### src/rtl/mem_port_arbiter_if.sv
// Bundle of the fetch, data and external-memory signals around the memory port arbiter.
// The master side is the arbiter. The slave side is the pipeline stages plus memory.
interface mem_port_arbiter_if;
  logic        i_req;
  logic [15:0] i_addr;
  logic        i_done;
  logic [15:0] i_rdata;
  logic        i_err;
  logic        d_req;
  logic        d_we;
  logic        d_byte;
  logic [15:0] d_addr;
  logic [15:0] d_wdata;
  logic        d_done;
  logic [15:0] d_rdata;
  logic        d_err;
  logic        mem_req;
  logic        mem_we;
  logic [1:0]  mem_be;
  logic [15:0] mem_addr;
  logic [15:0] mem_wdata;
  logic [15:0] mem_rdata;
  logic        mem_ack;

  modport master (
    input  i_req, i_addr, d_req, d_we, d_byte, d_addr, d_wdata, mem_rdata, mem_ack,
    output i_done, i_rdata, i_err, d_done, d_rdata, d_err,
           mem_req, mem_we, mem_be, mem_addr, mem_wdata
  );

  modport slave (
    output i_req, i_addr, d_req, d_we, d_byte, d_addr, d_wdata, mem_rdata, mem_ack,
    input  i_done, i_rdata, i_err, d_done, d_rdata, d_err,
           mem_req, mem_we, mem_be, mem_addr, mem_wdata
  );
endinterface

### src/rtl/mem_port_arbiter.sv
// Shares one 16-bit memory port between instruction fetch and data accesses.
// Data has priority, but fetch is forced in after a bounded streak of data grants.
//
// Handshake: i_req and d_req are held until their one-cycle done pulse. mem_req is
// held with stable mem_* until mem_ack is sampled high, or until the timeout expires.
module mem_port_arbiter #(
  parameter int FAIR_LIMIT = 4,
  parameter int TIMEOUT    = 255
) (
  input  logic               clk,
  input  logic               rst_n,
  mem_port_arbiter_if.master bus,
  output logic               busy,
  output logic [1:0]         dbg_state
);
  localparam int SW = $clog2(FAIR_LIMIT + 1);
  localparam int TW = $clog2(TIMEOUT + 1);

  typedef enum logic [1:0] {IDLE = 2'd0, I_BUSY = 2'd1, D_BUSY = 2'd2, RESP = 2'd3} state_t;

  state_t        state, state_nxt;
  logic [SW-1:0] streak;
  logic [TW-1:0] timer;
  logic          sel_d, we_q, byte_q, lane_hi_q;
  logic [1:0]    be_q;
  logic [15:0]   addr_q, wdata_q;
  logic [15:0]   i_rdata_q, d_rdata_q;
  logic          i_err_q, d_err_q;
  logic          i_v, d_v, grant_i, grant_d, mis_i, mis_d, timed_out;
  logic [15:0]   steered;

  always_comb begin
    i_v       = bus.i_req & ~bus.i_done;
    d_v       = bus.d_req & ~bus.d_done;
    grant_d   = d_v & (~i_v | (streak != SW'(FAIR_LIMIT)));
    grant_i   = i_v & ~grant_d;
    mis_i     = bus.i_addr[0];
    mis_d     = ~bus.d_byte & bus.d_addr[0];
    timed_out = (timer == TW'(TIMEOUT - 1));
    steered   = byte_q ? {8'h00, (lane_hi_q ? bus.mem_rdata[15:8] : bus.mem_rdata[7:0])}
                       : bus.mem_rdata;
  end

  always_ff @(posedge clk or negedge rst_n) begin
    if (!rst_n) state <= IDLE;
    else        state <= state_nxt;
  end

  always_comb begin
    state_nxt = state;
    case (state)
      IDLE: begin
        if (grant_d)      state_nxt = mis_d ? RESP : D_BUSY;
        else if (grant_i) state_nxt = mis_i ? RESP : I_BUSY;
      end
      I_BUSY, D_BUSY: if (bus.mem_ack || timed_out) state_nxt = RESP;
      RESP:           state_nxt = IDLE;
      default:        state_nxt = IDLE;
    endcase
  end

  always_comb begin
    bus.mem_req   = (state == I_BUSY) || (state == D_BUSY);
    bus.mem_we    = we_q;
    bus.mem_be    = be_q;
    bus.mem_addr  = addr_q;
    bus.mem_wdata = wdata_q;
    bus.i_done    = (state == RESP) && !sel_d;
    bus.d_done    = (state == RESP) && sel_d;
    bus.i_rdata   = i_rdata_q;
    bus.i_err     = i_err_q;
    bus.d_rdata   = d_rdata_q;
    bus.d_err     = d_err_q;
    busy          = (state != IDLE);
    dbg_state     = state;
  end

  // Response data is only written on the edge that enters RESP, so it stays put
  // from one done pulse to the next.
  always_ff @(posedge clk or negedge rst_n) begin
    if (!rst_n) begin
      streak    <= '0;
      timer     <= '0;
      sel_d     <= 1'b0;
      we_q      <= 1'b0;
      byte_q    <= 1'b0;
      lane_hi_q <= 1'b0;
      be_q      <= 2'b00;
      addr_q    <= '0;
      wdata_q   <= '0;
      i_rdata_q <= '0;
      i_err_q   <= 1'b0;
      d_rdata_q <= '0;
      d_err_q   <= 1'b0;
    end else begin
      case (state)
        IDLE: begin
          timer <= '0;
          if (grant_d && bus.i_req) begin
            if (streak != SW'(FAIR_LIMIT)) streak <= streak + 1'b1;
          end else if (grant_i || !bus.i_req) begin
            streak <= '0;
          end
          if (grant_d) begin
            sel_d     <= 1'b1;
            addr_q    <= {bus.d_addr[15:1], 1'b0};
            we_q      <= bus.d_we;
            byte_q    <= bus.d_byte;
            lane_hi_q <= bus.d_addr[0];
            be_q      <= bus.d_byte ? (bus.d_addr[0] ? 2'b10 : 2'b01) : 2'b11;
            wdata_q   <= bus.d_byte ? {2{bus.d_wdata[7:0]}} : bus.d_wdata;
            if (mis_d) begin
              d_rdata_q <= '0;
              d_err_q   <= 1'b1;
            end
          end else if (grant_i) begin
            sel_d     <= 1'b0;
            addr_q    <= {bus.i_addr[15:1], 1'b0};
            we_q      <= 1'b0;
            byte_q    <= 1'b0;
            lane_hi_q <= 1'b0;
            be_q      <= 2'b11;
            if (mis_i) begin
              i_rdata_q <= '0;
              i_err_q   <= 1'b1;
            end
          end
        end
        I_BUSY, D_BUSY: begin
          timer <= timer + 1'b1;
          if (bus.mem_ack) begin
            if (sel_d) begin
              d_rdata_q <= steered;
              d_err_q   <= 1'b0;
            end else begin
              i_rdata_q <= bus.mem_rdata;
              i_err_q   <= 1'b0;
            end
          end else if (timed_out) begin
            if (sel_d) begin
              d_rdata_q <= '0;
              d_err_q   <= 1'b1;
            end else begin
              i_rdata_q <= '0;
              i_err_q   <= 1'b1;
            end
          end
        end
        default: timer <= '0;
      endcase
    end
  end
endmodule

### src/flat_wrapper.sv
// flat-port wrapper written by rule: the top's interface ports become plain ports
module mem_port_arbiter_flat 
#(
  parameter int FAIR_LIMIT = 4,
  parameter int TIMEOUT    = 255
)
  (clk, rst_n, busy, dbg_state, bus_i_req, bus_i_addr, bus_d_req, bus_d_we, bus_d_byte, bus_d_addr, bus_d_wdata, bus_mem_rdata, bus_mem_ack, bus_i_done, bus_i_rdata, bus_i_err, bus_d_done, bus_d_rdata, bus_d_err, bus_mem_req, bus_mem_we, bus_mem_be, bus_mem_addr, bus_mem_wdata);
  mem_port_arbiter_if bus_i ();
  input  logic clk;
  input  logic rst_n;
  output logic busy;
  output logic [1:0] dbg_state;
  input wire logic [$bits(bus_i.i_req)-1:0] bus_i_req;
  input wire logic [$bits(bus_i.i_addr)-1:0] bus_i_addr;
  input wire logic [$bits(bus_i.d_req)-1:0] bus_d_req;
  input wire logic [$bits(bus_i.d_we)-1:0] bus_d_we;
  input wire logic [$bits(bus_i.d_byte)-1:0] bus_d_byte;
  input wire logic [$bits(bus_i.d_addr)-1:0] bus_d_addr;
  input wire logic [$bits(bus_i.d_wdata)-1:0] bus_d_wdata;
  input wire logic [$bits(bus_i.mem_rdata)-1:0] bus_mem_rdata;
  input wire logic [$bits(bus_i.mem_ack)-1:0] bus_mem_ack;
  output wire logic [$bits(bus_i.i_done)-1:0] bus_i_done;
  output wire logic [$bits(bus_i.i_rdata)-1:0] bus_i_rdata;
  output wire logic [$bits(bus_i.i_err)-1:0] bus_i_err;
  output wire logic [$bits(bus_i.d_done)-1:0] bus_d_done;
  output wire logic [$bits(bus_i.d_rdata)-1:0] bus_d_rdata;
  output wire logic [$bits(bus_i.d_err)-1:0] bus_d_err;
  output wire logic [$bits(bus_i.mem_req)-1:0] bus_mem_req;
  output wire logic [$bits(bus_i.mem_we)-1:0] bus_mem_we;
  output wire logic [$bits(bus_i.mem_be)-1:0] bus_mem_be;
  output wire logic [$bits(bus_i.mem_addr)-1:0] bus_mem_addr;
  output wire logic [$bits(bus_i.mem_wdata)-1:0] bus_mem_wdata;
  assign bus_i.i_req = bus_i_req;
  assign bus_i.i_addr = bus_i_addr;
  assign bus_i.d_req = bus_d_req;
  assign bus_i.d_we = bus_d_we;
  assign bus_i.d_byte = bus_d_byte;
  assign bus_i.d_addr = bus_d_addr;
  assign bus_i.d_wdata = bus_d_wdata;
  assign bus_i.mem_rdata = bus_mem_rdata;
  assign bus_i.mem_ack = bus_mem_ack;
  assign bus_i_done = bus_i.i_done;
  assign bus_i_rdata = bus_i.i_rdata;
  assign bus_i_err = bus_i.i_err;
  assign bus_d_done = bus_i.d_done;
  assign bus_d_rdata = bus_i.d_rdata;
  assign bus_d_err = bus_i.d_err;
  assign bus_mem_req = bus_i.mem_req;
  assign bus_mem_we = bus_i.mem_we;
  assign bus_mem_be = bus_i.mem_be;
  assign bus_mem_addr = bus_i.mem_addr;
  assign bus_mem_wdata = bus_i.mem_wdata;
  mem_port_arbiter #(.FAIR_LIMIT(FAIR_LIMIT), .TIMEOUT(TIMEOUT)) u_core (.clk(clk), .rst_n(rst_n), .bus(bus_i), .busy(busy), .dbg_state(dbg_state));
endmodule
### config.mk
export PLATFORM = sky130hd
export DESIGN_NAME = mem_port_arbiter_flat
export DESIGN_NICKNAME = d
export VERILOG_FILES = /design/src/rtl/mem_port_arbiter_if.sv /design/src/rtl/mem_port_arbiter.sv /design/src/flat_wrapper.sv
export SDC_FILE = /design/constraint.sdc
export NUM_CORES = 1
export LEC_CHECK = 0
export BUFFER_PORTS_ARGS = -buffer_cell sky130_fd_sc_hd__buf_2
export CAP_MARGIN = 20
export CORE_MARGIN = 10
export CORE_UTILIZATION = 45
export CTS_CLUSTER_DIAMETER = 120
export DETAILED_ROUTE_END_ITERATION = 10
export PLACE_DENSITY = 0.77
export REMOVE_ABC_BUFFERS = 1
export SLEW_MARGIN = 10
export SYNTH_ARGS = -nofsm -noshare
export SYNTH_HDL_FRONTEND = slang
export SYNTH_SLANG_ARGS = --single-unit
### constraint.sdc
create_clock -name clk -period 2.2 [get_ports clk]
set_input_delay 0.11 -clock clk [delete_from_list [all_inputs] [get_ports clk]]
set_output_delay 0.11 -clock clk [all_outputs]
set_load 0.01 [all_outputs]
==> flow_summary_export.csv, run 1 <==
group,metric,value,unit
run_status,status,"complete, no violations",
worst_hold_path,hold_path.class,"in2reg",
die,core-area,8720,um2
power,p_leak,2.90,nW
cts,clk_pin_slew,90,ps
power,peakVddDrop,0.550,mV
detailed_routing,first_pass_iters,5,
yosys,synth_simple_gate_area_frac,0.152,
power,pwr-share-comb,0.497,
yosys,synth_cell_types,41,
global_routing,grt_first_pass_wirelength,17.7,mm
detailed_routing,drt_iter0_markers,140,
cts,clock_sinks,84,
critical_path,worst-setup-path-type,"reg2reg",
cts,post-cts-setup-buffers,0,
timing,finalSetupViolCount,0,
global_routing,grt_max_degree,44,
cts,cts_root_buf,"clkbuf_8",
critical_path,worst_path_largest_cell_delay,430,ps
die,die_area,13100,um2
power,p_sw_frac,0.393,
detailed_routing,viasPerCell,5.15,
place,hpwlAfterDp,8.06,mm
cts,postCtsHoldBufs,34,
timing,relSlewSlack,0.621,
power,powerDensity,1330,nW/um2
timing,finalHoldViolCount,0,
critical_path,cp.arrival,2250,ps
critical_path,cp-start-kind,"register",
global_routing,grt.total_usage,0.167,
timing,tightest_slew,569,ps
finish,num-fill-cells,648,
yosys,synthMuxAreaShare,0.158,
critical_path,cpMaxStageDelayCell,"dfrtp_1",
yosys,synth-edff-count,0,
critical_path,cp_top_family,"simple AND/OR/NAND/NOR gates",
yosys,synth_top_family_by_area,"multiplexers",
cts,htreeDepth,3,
finish,utilization,0.629,
yosys,ys_ff_latch,84,
global_routing,grt_pass1_vias,3610,
yosys,ys_seq_area_frac,0.523,
yosys,synth-async-reset-ratio,1.00,
yosys,yosysTopAreaCell,"dfrtp_1",
critical_path,critPathBufInv,1,
yosys,syn_area_per_cell,10.7,um2
yosys,ys_warn_count,0,
detailed_routing,num_vias,3451,
timing,fmax,496,MHz
detailed_routing,route.detailed.drc,0,
power,p_switching,2.88,mW
yosys,ys.flop_type,"dfrtp_1",
detailed_routing,wire_per_inst,16.7,um
yosys,synthAdderAreaFrac,0.0218,
place,port_buffers,144,
die,initial_utilization,0.461,
die,ios,146,
critical_path,crit_path_max_fanout,17,
yosys,syn_inst,377,
global_routing,overflow,0,
yosys,synthTopCellsByArea,"dfrtp_1, mux2_2, nand2_1, mux2i_1, mux2_4",
critical_path,cp.required,2430,ps
finish,num_antenna_cells,0,
place,placed_area,4920,um2
finish,layout-drive-gt1-share,0.372,
cts,cts_tree,"built",
timing,fin_skew,14.5,ps
global_routing,antenna_found_initial,0,
die,num_rows,34,
detailed_routing,antenna_left,0,
timing,min_period,2020,ps
die,dieHeight,115,um
critical_path,end_kind,"register",
cts,post_cts_resize_count,0,
power,power.share.sequential,0.347,
run,drv_cap,0,
timing,grt_setup_unrepaired,"no",
yosys,synth_xor_xnor_area_share,0.0131,
yosys,syn_area,4020,um2
cts,cts_buffers,9,
timing,drv_slew,0,
place,place.gp.congestion,0.871,
finish,nNetsFinal,635,
yosys,synth_compound_area_frac,0.0866,
finish,syn2layout_area_growth,36.6,%
critical_path,crit_chain,"ha_1, nand4b_1, nor2b_1, o211ai_2, buf_12, mux2_2",
cts,worstSkewPairLatency,360,ps
timing,finalCritPeriodShare,0.917,
power,intPower,4.44,mW
finish,finalInstanceArea,5490,um2
yosys,synth_top_area_share,0.523,
cts,clk_path_buf_depth,2,
detailed_routing,drt-total-wl,11.2,mm
die,die_x,115,um
critical_path,reg2reg_slack,180,ps
power,pwr-share-clk,0.156,
## path summary, 6_finish.rpt
check,start,to,cells past startpoint
worst max-delay path,u_core.dbg_state[0],u_core.bus.d_rdata[3],6
worst min-delay path,bus_d_addr[0],u_core.bus.mem_be[0],2
worst max register to register,u_core.dbg_state[0],u_core.bus.d_rdata[3],6
worst min register to register,u_core.bus.mem_wdata[9],u_core.bus.mem_wdata[9],2
max in group asynchronous,rst_n,u_core.dbg_state[0],3
min in group asynchronous,rst_n,u_core.bus.i_rdata[10],2
## routing by layer
layer,GRT usage,share of wire,routed length [um],vias up
met5,0,0,0,-
met4,0.0560,0.020,219,0
met3,0.0755,0.10,1150,25
met2,0.274,0.48,5370,138
met1,0.187,0.40,4470,1635
li1,-,-,-,1653
## power by group through the flow
stage / sequential (mW) / clock (mW) / combinational [mW]
after global placement: 2.53 / 0 / 3.53
final: 2.54 / 1.14 / 3.64
after global routing: 2.63 / 1.24 / 3.98
after detailed placement: 2.56 / 0 / 3.64
after CTS: 2.54 / 1.17 / 3.68
after floorplan: 2.77 / 0 / 1.94
## layout make-up
| cell class | instances | area, um2 | area share |
|---|---|---|---|
| repair buffers | 191 | 1230 | 0.224 |
| clock inverters | 7 | 80.1 | 0.0146 |
| clock buffers | 9 | 124 | 0.0226 |
| flip-flops and latches | 84 | 2100 | 0.383 |
| multi-input cells | 253 | 1750 | 0.319 |
| well taps | 108 | 135 | 0.0246 |
| inverters | 18 | 67.6 | 0.0123 |
## Yosys cell counts (3+ instances only)
| cell | instances |
|---|---|
| and2_1 | 7 |
| nand2_1 | 61 |
| nor2b_1 | 6 |
| buf_2 | 4 |
| a21oi_1 | 10 |
| o21ai_0 | 9 |
| mux2i_1 | 18 |
| nor2_1 | 20 |
| ha_1 | 7 |
| inv_1 | 18 |
| a22o_1 | 3 |
| xnor2_1 | 5 |
| and3_1 | 18 |
| nand3_1 | 13 |
| mux2_4 | 10 |
| mux2_2 | 25 |
| a31oi_1 | 19 |
| clkbuf_1 | 12 |
| nand2b_1 | 3 |
| dfrtp_1 | 84 |
## kinds of logic after synthesis
group | count (synthesis)
DFF | 84
buffers and inverters | 40
other | 1
and+or+nand+nor | 132
xor gates and xnor gates | 6
AOI/OAI and AO/OA | 52
adders and majority gates | 7
muxes | 55
## registers in the layout, summed over array words and instances (netlist names), 2 cells and up
signal / cells
u_core.bus.i_rdata: 16
u_core.dbg_state: 2
u_core.timer: 8
u_core.bus.d_rdata: 16
u_core.streak: 3
u_core.bus.mem_addr: 15
u_core.bus.mem_wdata: 16
u_core.bus.mem_be: 2
## stage by stage
step                setup slack, ps  hold slack (ps)  cells  power, mW  setup TNS, ps
global route                   67.4             5.08    670       7.85              0
floorplan                      -982             -186    355       4.70         -23560
finish                          183             9.62    670       7.32              0
global placement                240              137    618       6.06              0
detailed placement              185              148    618       6.20              0
CTS                             177             1.46    668       7.39              0
## layout by cell type, fill, tap and decap left out, drive strengths merged
master,instances
buf,155
dfrtp,84
nand2,61
mux2,37
dlygate4sd3,36
inv,22
nor2,20
a31oi,19
and3,18
mux2i,18
nand3,13
a21oi,10
o21ai,9
clkbuf,9
and2,7
ha,7
nor2b,6
xnor2,5
nand2b,3
a22o,3
nand4,2
a211oi,2
o211ai,2
and4,1
xor2,1
a21bo,1
nand4b,1
o2111a,1
a41o,1
o211a,1
a21o,1
o32a,1
o2bb2ai,1
conb,1
clkinvlp,1
clkinv,1
bufinv,1
No activity file was read; power rests on OpenSTA's default activity.
==> run 2, diff against run 1 <==
==> constraint.sdc (replaced) <==
create_clock -name clk -period 2.2 [get_ports clk]
set_input_delay 0.22 -clock clk [delete_from_list [all_inputs] [get_ports clk]]
set_output_delay 0.22 -clock clk [all_outputs]
set_load 0.01 [all_outputs]
==> flow_summary_export.csv, run 2 (synthesis gave the netlist of run 1 again) <==
group,metric,value,unit
finish,finalInstanceArea,5140,um2
timing,finalHoldViolCount,0,
timing,fin_skew,16.1,ps
global_routing,grt_max_degree,46,
global_routing,grt_pass1_vias,3477,
critical_path,cp_top_family,"flip-flops",
finish,num-fill-cells,780,
critical_path,cpMaxStageDelayCell,"dfrtp_1",
detailed_routing,antenna_left,0,
worst_hold_path,hold_path.class,"in2reg",
global_routing,grt_first_pass_wirelength,17.3,mm
run,drv_cap,0,
timing,min_period,2020,ps
place,port_buffers,144,
timing,grt_setup_unrepaired,"no",
cts,worstSkewPairLatency,360,ps
critical_path,crit_chain,"inv_1, ha_1, nor2b_1, a211oi_2, o211ai_2, buf_12, mux2_1",
place,place.gp.congestion,0.874,
cts,clk_pin_slew,90,ps
critical_path,reg2reg_slack,180,ps
critical_path,cp.arrival,2260,ps
critical_path,worst-setup-path-type,"reg2reg",
timing,relSlewSlack,0.602,
die,die_area,13100,um2
detailed_routing,drt_iter0_markers,136,
die,ios,146,
die,initial_utilization,0.461,
global_routing,overflow,0,
place,dp_cells,619,
finish,nNetsFinal,601,
finish,num_antenna_cells,0,
detailed_routing,drt-total-wl,10.5,mm
die,core-area,8720,um2
cts,cts_buffers,9,
global_routing,antenna_found_initial,0,
detailed_routing,route.detailed.drc,0,
worst_hold_path,hold_path_end,"u_core.bus.mem_we",
die,die_x,115,um
critical_path,worstRegToRegCells,7,
finish,final_cell_mix,"buf_2, dfrtp_1, nand2_1",
worst_hold_path,worstHoldStart,"bus_d_we",
finish,instances_no_fill,636,
cts,cts_root_buf,"clkbuf_8",
finish,regArea,2100,um2
place,hpwlAfterDp,8.07,mm
detailed_routing,wire_per_inst,16.6,um
die,dieHeight,115,um
finish,mostFrequentLayoutCell,"buf_2",
timing,finalCritPeriodShare,0.917,
critical_path,worst_path_largest_cell_delay,420,ps
cts,clock_sinks,84,
detailed_routing,first_pass_iters,4,
critical_path,r2r-start,"u_core.dbg_state[0]",
critical_path,critPathBufInv,2,
critical_path,crit_path_max_fanout,17,
detailed_routing,viasPerCell,5.11,
worst_hold_path,hold_path_depth,2,
critical_path,cp-start-kind,"register",
finish,utilization,0.589,
timing,fmax,496,MHz
detailed_routing,num_vias,3252,
timing,finalSetupViolCount,0,
timing,tightest_slew,597,ps
die,num_rows,34,
cts,htreeDepth,3,
critical_path,timing.rr.end,"u_core.bus.d_rdata[7]",
cts,cts_tree,"built",
place,pre_cts_slack,180,ps
critical_path,cp.required,2440,ps
place,placed_area,4920,um2
finish,syn2layout_area_growth,27.8,%
timing,holdWs,85.4,ps
timing,finalSetupTns,0,ps
cts,clk_path_buf_depth,2,
finish,layout-drive-gt1-share,0.400,
timing,fin_ws,182,ps
global_routing,grt.total_usage,0.162,
power,p_leak,2.76,nW
finish,multi_input_area,1750,um2
critical_path,end_kind,"register",
power,p_total,7.27,mW
power,peakVddDrop,0.532,mV
power,powerDensity,1420,nW/um2
timing,drv_slew,0,
run_status,status,"complete, no violations",
-- run 2: power by group --
part,total [mW],switching (mW),internal (mW)
clock network,1.16,0.593,0.564
registers,2.55,0.397,2.15
logic,3.57,1.87,1.70
-- run 2: routing by layer --
layer	vias up	share of wire	GRT usage
met3	11	0.10	0.0781
met4	0	0.011	0.0393
met5	-	0	0
met1	1544	0.42	0.196
met2	114	0.47	0.254
li1	1583	-	-
-- run 2: what timing repair did --
action                     in CTS  in global routing
buffers inserted                0                  0
hold buffers                    1                  0
resized for setup               0                  1
setup endpoints to repair       0                  2
hold endpoints to repair       43                  0
-- run 2: cell type report --
type | instances | area share
timing repair buffer | 157 | 0.170
clock inverter | 6 | 0.0134
multi-input combinational | 253 | 0.341
tap | 108 | 0.0263
clock buffer | 10 | 0.0268
sequential | 84 | 0.409
inverter | 18 | 0.0132
-- run 2: how the worst max path moves through the flow --
stage	depth (start not counted)	slack [ps]	to	start
global route	7	60	u_core.bus.d_rdata[3]	u_core.dbg_state[1]
floorplan	5	-980	u_core.bus.mem_be[1]	u_core.dbg_state[0]
CTS	7	160	u_core.bus.d_rdata[10]	u_core.dbg_state[0]
detailed placement	7	180	u_core.bus.d_rdata[7]	u_core.dbg_state[0]
finish	7	180	u_core.bus.d_rdata[7]	u_core.dbg_state[0]
global placement	7	250	u_core.bus.d_rdata[6]	u_core.dbg_state[0]
-- run 2: worst reg2reg max path, cell delays in order (launching register included) --
cell      delay [ps]
dfrtp_1          420
inv_1             60
ha_1             400
nor2b_1          180
a211oi_2         220
o211ai_2         130
buf_12           180
mux2_1           320
==> run 3, diff against run 2 <==
--- a/config.mk
+++ b/config.mk
@@ -7,7 +7,7 @@
 export LEC_CHECK = 0
 export BUFFER_PORTS_ARGS = -buffer_cell sky130_fd_sc_hd__buf_2
 export CAP_MARGIN = 20
-export CORE_MARGIN = 10
+export CORE_MARGIN = 5
 export CORE_UTILIZATION = 45
 export CTS_CLUSTER_DIAMETER = 120
 export DETAILED_ROUTE_END_ITERATION = 10
==> flow_summary_export.csv, run 3 (synthesis gave the netlist of run 1 again) <==
group,metric,value,unit
timing,fin_skew,12.3,ps
detailed_routing,first_pass_iters,4,
global_routing,overflow,0,
die,initial_utilization,0.461,
die,num_rows,34,
power,intPower,4.28,mW
critical_path,worst_path_largest_cell_delay,420,ps
critical_path,cp-start-kind,"register",
power,p_leak,2.74,nW
timing,tightest_slew,569,ps
timing,finalCritPeriodShare,0.916,
cts,htreeDepth,3,
timing,fmax,496,MHz
finish,nNetsFinal,602,
critical_path,cpMaxStageDelayCell,"dfrtp_1",
place,hpwlAfterDp,7.27,mm
die,ios,146,
finish,mostFrequentLayoutCell,"buf_2",
place,pre_cts_slack,202,ps
power,powerDensity,1390,nW/um2
critical_path,crit_chain,"ha_1, a21bo_1, o2111a_1, o211a_1, buf_12, mux2_4",
cts,cts_tree,"built",
finish,final_cell_mix,"buf_2, dfrtp_1, nand2_1",
global_routing,met1_usage,0.243,
global_routing,grt_pass1_vias,3464,
cts,cts_buffers,9,
worst_hold_path,hold_path.class,"in2reg",
detailed_routing,drt-total-wl,9.60,mm
global_routing,gr-usage-met2,0.299,
detailed_routing,drt_iter0_markers,134,
finish,num_antenna_cells,0,
global_routing,grt_max_degree,45,
critical_path,worst-setup-path-type,"reg2reg",
die,die_x,105,um
die,die_area,10900,um2
finish,finalInstanceArea,5100,um2
power,p_total,7.10,mW
finish,num-fill-cells,754,
power,p_sw_frac,0.397,
critical_path,crit_path_max_fanout,17,
global_routing,grt_first_pass_wirelength,16.8,mm
die,dieHeight,105,um
power,pwr-share-clk,0.143,
critical_path,cp.arrival,2250,ps
power,p_switching,2.82,mW
timing,finalSetupViolCount,0,
cts,clock_sinks,84,
timing,min_period,2010,ps
finish,instances_no_fill,637,
place,placed_area,4910,um2
detailed_routing,antenna_left,0,
detailed_routing,num_vias,3273,
run_status,status,"complete, no violations",
timing,relSlewSlack,0.621,
place,place.gp.congestion,0.802,
power,pwr-share-comb,0.499,
timing,finalHoldViolCount,0,
global_routing,grt.total_usage,0.184,
cts,post_cts_resize_count,0,
cts,cts_root_buf,"clkbuf_8",
detailed_routing,route.detailed.drc,0,
power,power.share.sequential,0.358,
die,core-area,8720,um2
place,dp_cells,620,
detailed_routing,viasPerCell,5.14,
global_routing,busiest_layer,"met2",
cts,worstSkewPairLatency,350,ps
finish,syn2layout_area_growth,27.0,%
cts,clk_path_buf_depth,2,
timing,drv_slew,0,
detailed_routing,wire_per_inst,15.1,um
timing,fin_ws,185,ps
place,port_buffers,144,
cts,clk_pin_slew,90,ps
power,peakVddDrop,0.614,mV
run,drv_cap,0,
global_routing,grtUsageMet3,0.0497,
timing,grt_setup_unrepaired,"no",
finish,layout-drive-gt1-share,0.399,
global_routing,antenna_found_initial,0,
critical_path,end_kind,"register",
critical_path,cp.required,2440,ps
==> run 3: layer usage <==
| layer | part of all wire | wire length [um] | up-vias |
|---|---|---|---|
| met2 | 0.45 | 4360 | 123 |
| met5 | 0 | 0 | - |
| li1 | - | - | 1581 |
| met1 | 0.46 | 4410 | 1561 |
| met3 | 0.077 | 735 | 8 |
| met4 | 0.0096 | 92 | 0 |
==> run 3: layout make-up <==
class	count	area, um2	share of cell area
multi-input cells	253	1750	0.343
clock inverters	7	57.6	0.0113
clock buffers	9	124	0.0243
well taps	108	135	0.0265
flip-flops and latches	84	2100	0.412
inverters	18	67.6	0.0132
repair buffers	158	868	0.170
==> run 3: critical path: cells and delay by family (launching register included) <==
kind            cells  cell delay (ps)
compound gates      3              720
mux                 1              300
flops               1              420
fa+ha+maj           1              300
buf+inv             1              170
==> run 3: power groups by stage <==
stage          registers [mW]  clock network (mW)  logic (mW)
2_1_floorplan            2.77                   0        1.94
3_3_place_gp             2.55                   0        3.47
3_5_place_dp             2.56                   0        3.58
4_1_cts                  2.54                1.06        3.58
5_1_grt                  2.63                1.12        3.91
6_report                 2.54                1.02        3.54
==> run 3: path summary, 6_finish.rpt <==
kind | startpoint | cells past startpoint | endpoint | slack [ps]
max in group asynchronous | rst_n | 3 | u_core.bus.mem_addr[13] | 1100
min reg2reg | u_core.bus.mem_wdata[8] | 2 | u_core.bus.mem_wdata[8] | 480
max reg2reg | u_core.dbg_state[0] | 6 | u_core.bus.i_rdata[8] | 190
min in group asynchronous | rst_n | 2 | u_core.bus.i_rdata[10] | 400
max | u_core.dbg_state[0] | 6 | u_core.bus.i_rdata[8] | 190
min | bus_d_we | 2 | u_core.bus.mem_we | 100
==> run 3: timing repair <==
action,4_1_cts,5_1_grt
endpoints found under the hold margin,42,0
buffers inserted,0,0
hold buffers,1,0
==> run 3: stage by stage <==
step,hold WS [ps],utilization,setup TNS [ps]
after floorplan,-75.6,-,-23560
after CTS,77.8,0.585,0
after global routing,83.3,0.585,0
after global placement,247,0.563,0
final,104,0.585,0
after detailed placement,256,0.563,0
